**src/rtl/md_pkg.sv**
```systemverilog
// Shared encodings and constants for the EX-stage multiply/divide unit.
package md_pkg;
  localparam logic [2:0] MD_MULT  = 3'd0;
  localparam logic [2:0] MD_MULTU = 3'd1;
  localparam logic [2:0] MD_DIV   = 3'd2;
  localparam logic [2:0] MD_DIVU  = 3'd3;
  localparam logic [2:0] MD_MTHI  = 3'd4;
  localparam logic [2:0] MD_MTLO  = 3'd5;

  localparam int DIV_STEPS = 32;

  typedef enum logic [1:0] {
    IDLE,
    MUL,
    DIV,
    DIV_FIX
  } md_state_e;
endpackage

```
**src/rtl/md_unit_div_core.sv**
```systemverilog
// Unsigned 32-bit restoring divider, one quotient bit per step, MSB first.
module div_core (
  input  logic        clk,
  input  logic        rst,
  input  logic        load,
  input  logic        step,
  input  logic [31:0] dividend,
  input  logic [31:0] divisor,
  output logic [31:0] quotient,
  output logic [31:0] remainder
);
  logic [31:0] r_q;
  logic [31:0] r_r;
  logic [31:0] r_d;
  logic [32:0] w_sh;
  logic [32:0] w_diff;
  logic        w_ge;

  // r_q shifts dividend bits out the top while quotient bits enter below
  assign w_sh   = {r_r, r_q[31]};
  assign w_diff = w_sh - {1'b0, r_d};
  assign w_ge   = ~w_diff[32];

  always_ff @(posedge clk or posedge rst) begin
    if (rst) begin
      r_q <= '0;
      r_r <= '0;
      r_d <= '0;
    end else if (load) begin
      r_q <= dividend;
      r_r <= '0;
      r_d <= divisor;
    end else if (step) begin
      r_q <= {r_q[30:0], w_ge};
      r_r <= w_ge ? w_diff[31:0] : w_sh[31:0];
    end
  end

  assign quotient  = r_q;
  assign remainder = r_r;
endmodule

```
**src/rtl/md_unit.sv**
```systemverilog
// EX-stage multiply/divide unit owning the architectural HI/LO pair.
module md_unit #(
  parameter int MUL_CYCLES = 5
) (
  input  logic        clk,
  input  logic        rst,
  input  logic        start,
  input  logic [2:0]  op,
  input  logic [31:0] a,
  input  logic [31:0] b,
  input  logic        cancel,
  output logic        busy,
  output logic        done,
  output logic [31:0] hi,
  output logic [31:0] lo
);
  import md_pkg::*;

  md_state_e   r_state;
  logic        r_busy;
  logic        r_done;
  logic [31:0] r_hi;
  logic [31:0] r_lo;
  logic [31:0] r_a;
  logic [31:0] r_b;
  logic        r_sgn;
  logic        r_sa;
  logic        r_sb;
  logic [5:0]  r_cnt;

  logic        w_accept;
  logic        w_sdiv;
  logic        w_sa;
  logic        w_sb;
  logic        w_load;
  logic        w_step;
  logic [31:0] w_amag;
  logic [31:0] w_bmag;
  logic [31:0] w_quo;
  logic [31:0] w_rem;
  logic [31:0] w_lo_div;
  logic [31:0] w_hi_div;
  logic [63:0] w_ea;
  logic [63:0] w_eb;
  logic [63:0] w_prod;

  assign w_accept = (r_state == IDLE) & start & ~cancel;
  assign w_sdiv   = (op == MD_DIV);
  assign w_sa     = w_sdiv & a[31];
  assign w_sb     = w_sdiv & b[31];
  assign w_load   = w_accept & ((op == MD_DIV) | (op == MD_DIVU));
  assign w_step   = (r_state == DIV) & ~cancel;
  assign w_amag   = w_sa ? -a : a;
  assign w_bmag   = w_sb ? -b : b;

  div_core u_div (
    .clk       (clk),
    .rst       (rst),
    .load      (w_load),
    .step      (w_step),
    .dividend  (w_amag),
    .divisor   (w_bmag),
    .quotient  (w_quo),
    .remainder (w_rem)
  );

  // 64-bit extension makes one unsigned multiply serve both signednesses
  assign w_ea   = {{32{r_sgn & r_a[31]}}, r_a};
  assign w_eb   = {{32{r_sgn & r_b[31]}}, r_b};
  assign w_prod = w_ea * w_eb;

  assign w_lo_div = (r_sa ^ r_sb) ? -w_quo : w_quo;
  assign w_hi_div = r_sa ? -w_rem : w_rem;

  always_ff @(posedge clk or posedge rst) begin
    if (rst) begin
      r_state <= IDLE;
      r_busy  <= 1'b0;
      r_done  <= 1'b0;
      r_hi    <= '0;
      r_lo    <= '0;
      r_a     <= '0;
      r_b     <= '0;
      r_sgn   <= 1'b0;
      r_sa    <= 1'b0;
      r_sb    <= 1'b0;
      r_cnt   <= '0;
    end else begin
      r_done <= 1'b0;
      if (cancel && r_state != IDLE) begin
        r_state <= IDLE;
        r_busy  <= 1'b0;
      end else begin
        unique case (r_state)
          IDLE: begin
            if (w_accept) begin
              unique case (op)
                MD_MULT, MD_MULTU: begin
                  r_a     <= a;
                  r_b     <= b;
                  r_sgn   <= (op == MD_MULT);
                  r_cnt   <= 6'(MUL_CYCLES - 1);
                  r_state <= MUL;
                  r_busy  <= 1'b1;
                end
                MD_DIV, MD_DIVU: begin
                  r_a     <= a;
                  r_b     <= b;
                  r_sa    <= w_sa;
                  r_sb    <= w_sb;
                  r_cnt   <= '0;
                  r_state <= DIV;
                  r_busy  <= 1'b1;
                end
                MD_MTHI: r_hi <= a;
                MD_MTLO: r_lo <= a;
                default: ;
              endcase
            end
          end
          MUL: begin
            if (r_cnt == '0) begin
              r_hi    <= w_prod[63:32];
              r_lo    <= w_prod[31:0];
              r_done  <= 1'b1;
              r_busy  <= 1'b0;
              r_state <= IDLE;
            end else begin
              r_cnt <= r_cnt - 6'd1;
            end
          end
          DIV: begin
            r_cnt <= r_cnt + 6'd1;
            if (r_cnt == 6'(DIV_STEPS - 1)) r_state <= DIV_FIX;
          end
          DIV_FIX: begin
            // zero divisor commits the raw dividend, bypassing sign fix
            if (r_b == '0) begin
              r_hi <= r_a;
              r_lo <= '1;
            end else begin
              r_hi <= w_hi_div;
              r_lo <= w_lo_div;
            end
            r_done  <= 1'b1;
            r_busy  <= 1'b0;
            r_state <= IDLE;
          end
          default: r_state <= IDLE;
        endcase
      end
    end
  end

  assign busy = r_busy;
  assign done = r_done;
  assign hi   = r_hi;
  assign lo   = r_lo;
endmodule

```
**config.mk**
```make
export PLATFORM = sky130hd
export DESIGN_NAME = md_unit
export DESIGN_NICKNAME = d
export VERILOG_FILES = /design/src/rtl/md_pkg.sv /design/src/rtl/md_unit_div_core.sv /design/src/rtl/md_unit.sv
export SDC_FILE = /design/constraint.sdc
export NUM_CORES = 2
export LEC_CHECK = 0
export CELL_PAD_IN_SITES_DETAIL_PLACEMENT = 1
export CELL_PAD_IN_SITES_GLOBAL_PLACEMENT = 2
export CORE_AREA = 2 2 450 318
export CTS_CLUSTER_DIAMETER = 200
export CTS_CLUSTER_SIZE = 28
export DETAILED_ROUTE_END_ITERATION = 12
export DIE_AREA = 0 0 452 320
export GPL_TIMING_DRIVEN = 0
export PLACE_DENSITY = 0.8
export SYNTH_ARGS = -nofsm -noshare
export SYNTH_HDL_FRONTEND = slang
export SYNTH_SLANG_ARGS = --single-unit
```
**constraint.sdc**
```tcl
create_clock -name clk -period 8.25 [get_ports clk]
set_input_delay 1.65 -clock clk [delete_from_list [all_inputs] [get_ports clk]]
set_output_delay 1.65 -clock clk [all_outputs]
set_load 0.005 [all_outputs]
```
==> impl_metrics.ini <==
[min_path]
hold_class = register to register
hold_depth = 2
holdPathEnd = u_div.r_d[7]
min_from = u_div.r_d[7]

[critical_path]
cp_data_required_time_ps = 8690
worst-path-max-fanout = 6
ff2ff_setup_slack_ps = -170
r2r_start = r_sgn
worstPathArrival_ps = 8860
r2r-end = hi[23]
cpMostUsedCell = fa_1
rr_worst_depth = 28
slowest_delay_ps = 690
cp-end-kind = register
cp-start-kind = register
crit_slowest_cell = fa_2
criticalPathCategory = register to register

[global_route]
antenna_found_initial = 34
globalRouteTotalUtil_pct = 33.7
grt_max_degree = 94
first_global_vias = 48100
overflow = 0
grt_pass1_wl_mm = 350

[logic_synthesis]
synth_common_cells = 1197 x inv_1, 1127 x fa_1, 965 x nand2_1, 366 x clkbuf_1, 357 x and2_1
synth_edf_count = 0
synth_warnings = 0
syn_nets = 7433
synthArstFlopShare_pct = 100
syn_area_um2 = 53000
synth.most_common_cell = inv_1
yosysTopAreaCell = fa_1
syn_avg_cell_area_um2 = 8.87
synthDistinctLibCells = 76
synth_area_leaders = fa_1 43%, dfrtp_1 11%, inv_1 8.5%, nand2_1 6.8%, ha_1 6.1%
ys_seq_area_share_pct = 11.2
synth_top_area_share_pct = 42.5
synthFlopType = dfrtp_1
postSynthRegisterBits = 237
syn_inst = 5978

[finish]
final_net_count = 7695
final_cell_count_no_fill = 8128
area_growth_pct = 15.0
drive_gt1_share_pct = 11.7

[timing]
drv_slew = 8
finClkSkew_ps = 39.6
maxSlewHeadroom_pct = -2.60
hold_viol = 0
fmax_mhz = 119
finalSetupViolCount = 4
period_share_pct = 102
grt_setup_unrepaired = yes
finalCriticalPeriod_ps = 8420
tns_ps = -305
setup_ws_ps = -168
tightest_slew_ps = 1530

[detailed_routing]
firstDrtPassIters = 5
wire_per_inst_um = 29.9
wl_met3_mm = 29.3
routed-via-count = 45500
ant_nets = 0
drc_errors = 0
wl_met2_mm = 99.9
drt-met1-wl_mm = 105
top_layer = met5
routed_via_density = 5.60
drt_iter0_drc = 4610
wirelength_mm = 243

[cts]
ctsRootBufferMaster = clkbuf_16
cts_tree = done
path_clk_slew_ps = 140
ctsHtreeMaxLevel = 1
clkLatencyLatePin_ps = 550
cts_inserted_buffers = 12
clock-sinks = 237
cts_max_path_buffers = 3

[outcome]
status = complete, but fails checks
violations = max-capacitance violations, max-slew violations, negative setup slack

[placement]
placed_cells = 7983
dp_worst_setup_slack_ps = -3180
numPortBuffers = 130
dp_hpwl_mm = 196
place.gp.congestion = 0.986

[die]
core_area_um2 = 140000
fp.dieH_um = 320
pin_count = 137
die_w_um = 452
rows = 115
dieArea_um2 = 145000
initial_utilization_pct = 37.9

[run]
cap_violations = 1
==> routing by layer <==
layer / track usage [%] / vias to the layer above
li1: - / 18600
met1: 49.3 / 24400
met2: 47.4 / 2161
met3: 10.8 / 324
met4: 9.84 / 10
met5: 0 / -
==> how the worst max path moves through the flow <==
stage	endpoint	start	depth (start not counted)
after global routing	hi[23]	r_sgn	29
after floorplan	busy	rst	1
after CTS	hi[30]	r_sgn	26
final	hi[23]	r_sgn	28
after global placement	u_div.r_d[15]	rst	2
after detailed placement	hi[28]	r_b[11]	31
==> critical path: cells and delay by family, from the launching register on <==
kind | cells | cell delay [ps]
compound gates | 5 | 1050
buf+inv | 9 | 1100
simple gates | 5 | 1090
flops | 1 | 470
fa+ha+maj | 9 | 4540
==> sequential cells by signal (all words and copies together), names as in the netlist <==
register	count
lo	32
busy	1
r_b	32
u_div.remainder	32
r_state	2
r_a	32
u_div.quotient	32
u_div.r_d	32
r_sa	1
r_sb	1
r_cnt	6
r_sgn	1
done	1
hi	32
==> layout make-up <==
class / count / area (um2)
fill: 16200 / 79000
multi-input combinational: 4161 / 42200
sequential: 237 / 6070
inverter: 1197 / 4520
timing repair buffer: 320 / 3060
buffer: 311 / 2420
tap: 1872 / 2340
clock buffer: 13 / 325
antenna: 16 / 40.0
clock inverter: 1 / 16.3
==> what timing repair did <==
item                       4_1_cts  5_1_grt
hold buffers                     0        0
setup buffers                  131       56
setup endpoints to repair       45       30
resized for setup              608      200
pin swaps                       69      103
==> placed cells by master (no fill, tap or decap), types with 66 or more instances in the layout <==
cell                n
a21oi_1           178
and2_1            355
buf_4             178
clkbuf_1          123
clkdlybuf4s50_1   130
dfrtp_1           182
fa_1             1092
ha_1              224
inv_1            1169
mux2_2             66
nand2_1           945
nor2_1            209
o21ai_0           190
xnor2_1           124
xor2_1             93
==> per-stage QoR <==
stage               hold WS, ps  instance area, um2  util [%]
global placement            463               56700      40.5
CTS                         500               59900      42.8
global route                523               60900      43.5
detailed placement          470               56800      40.6
floorplan                   450               53000         -
finish                      496               61000      43.6
==> kinds of logic (layout without fill, tap and decap cells) <==
logic type / count (synthesis) / in the layout / share of synthesized area [%]
DFF: 237 / 237 / 11.2
adders and majority gates: 1384 / 1384 / 48.6
xor gates and xnor gates: 221 / 221 / 3.66
muxes: 72 / 72 / 1.51
AOI/OAI and AO/OA: 737 / 737 / 8.73
other: 0 / 16 / 0
buffers and inverters: 1580 / 1842 / 11.2
and+or+nand+nor: 1747 / 1747 / 15.1
Power is left out: the tool's default activity adds up to more than one toggle a clock period on the data nets, which glitch-free logic cannot reach.
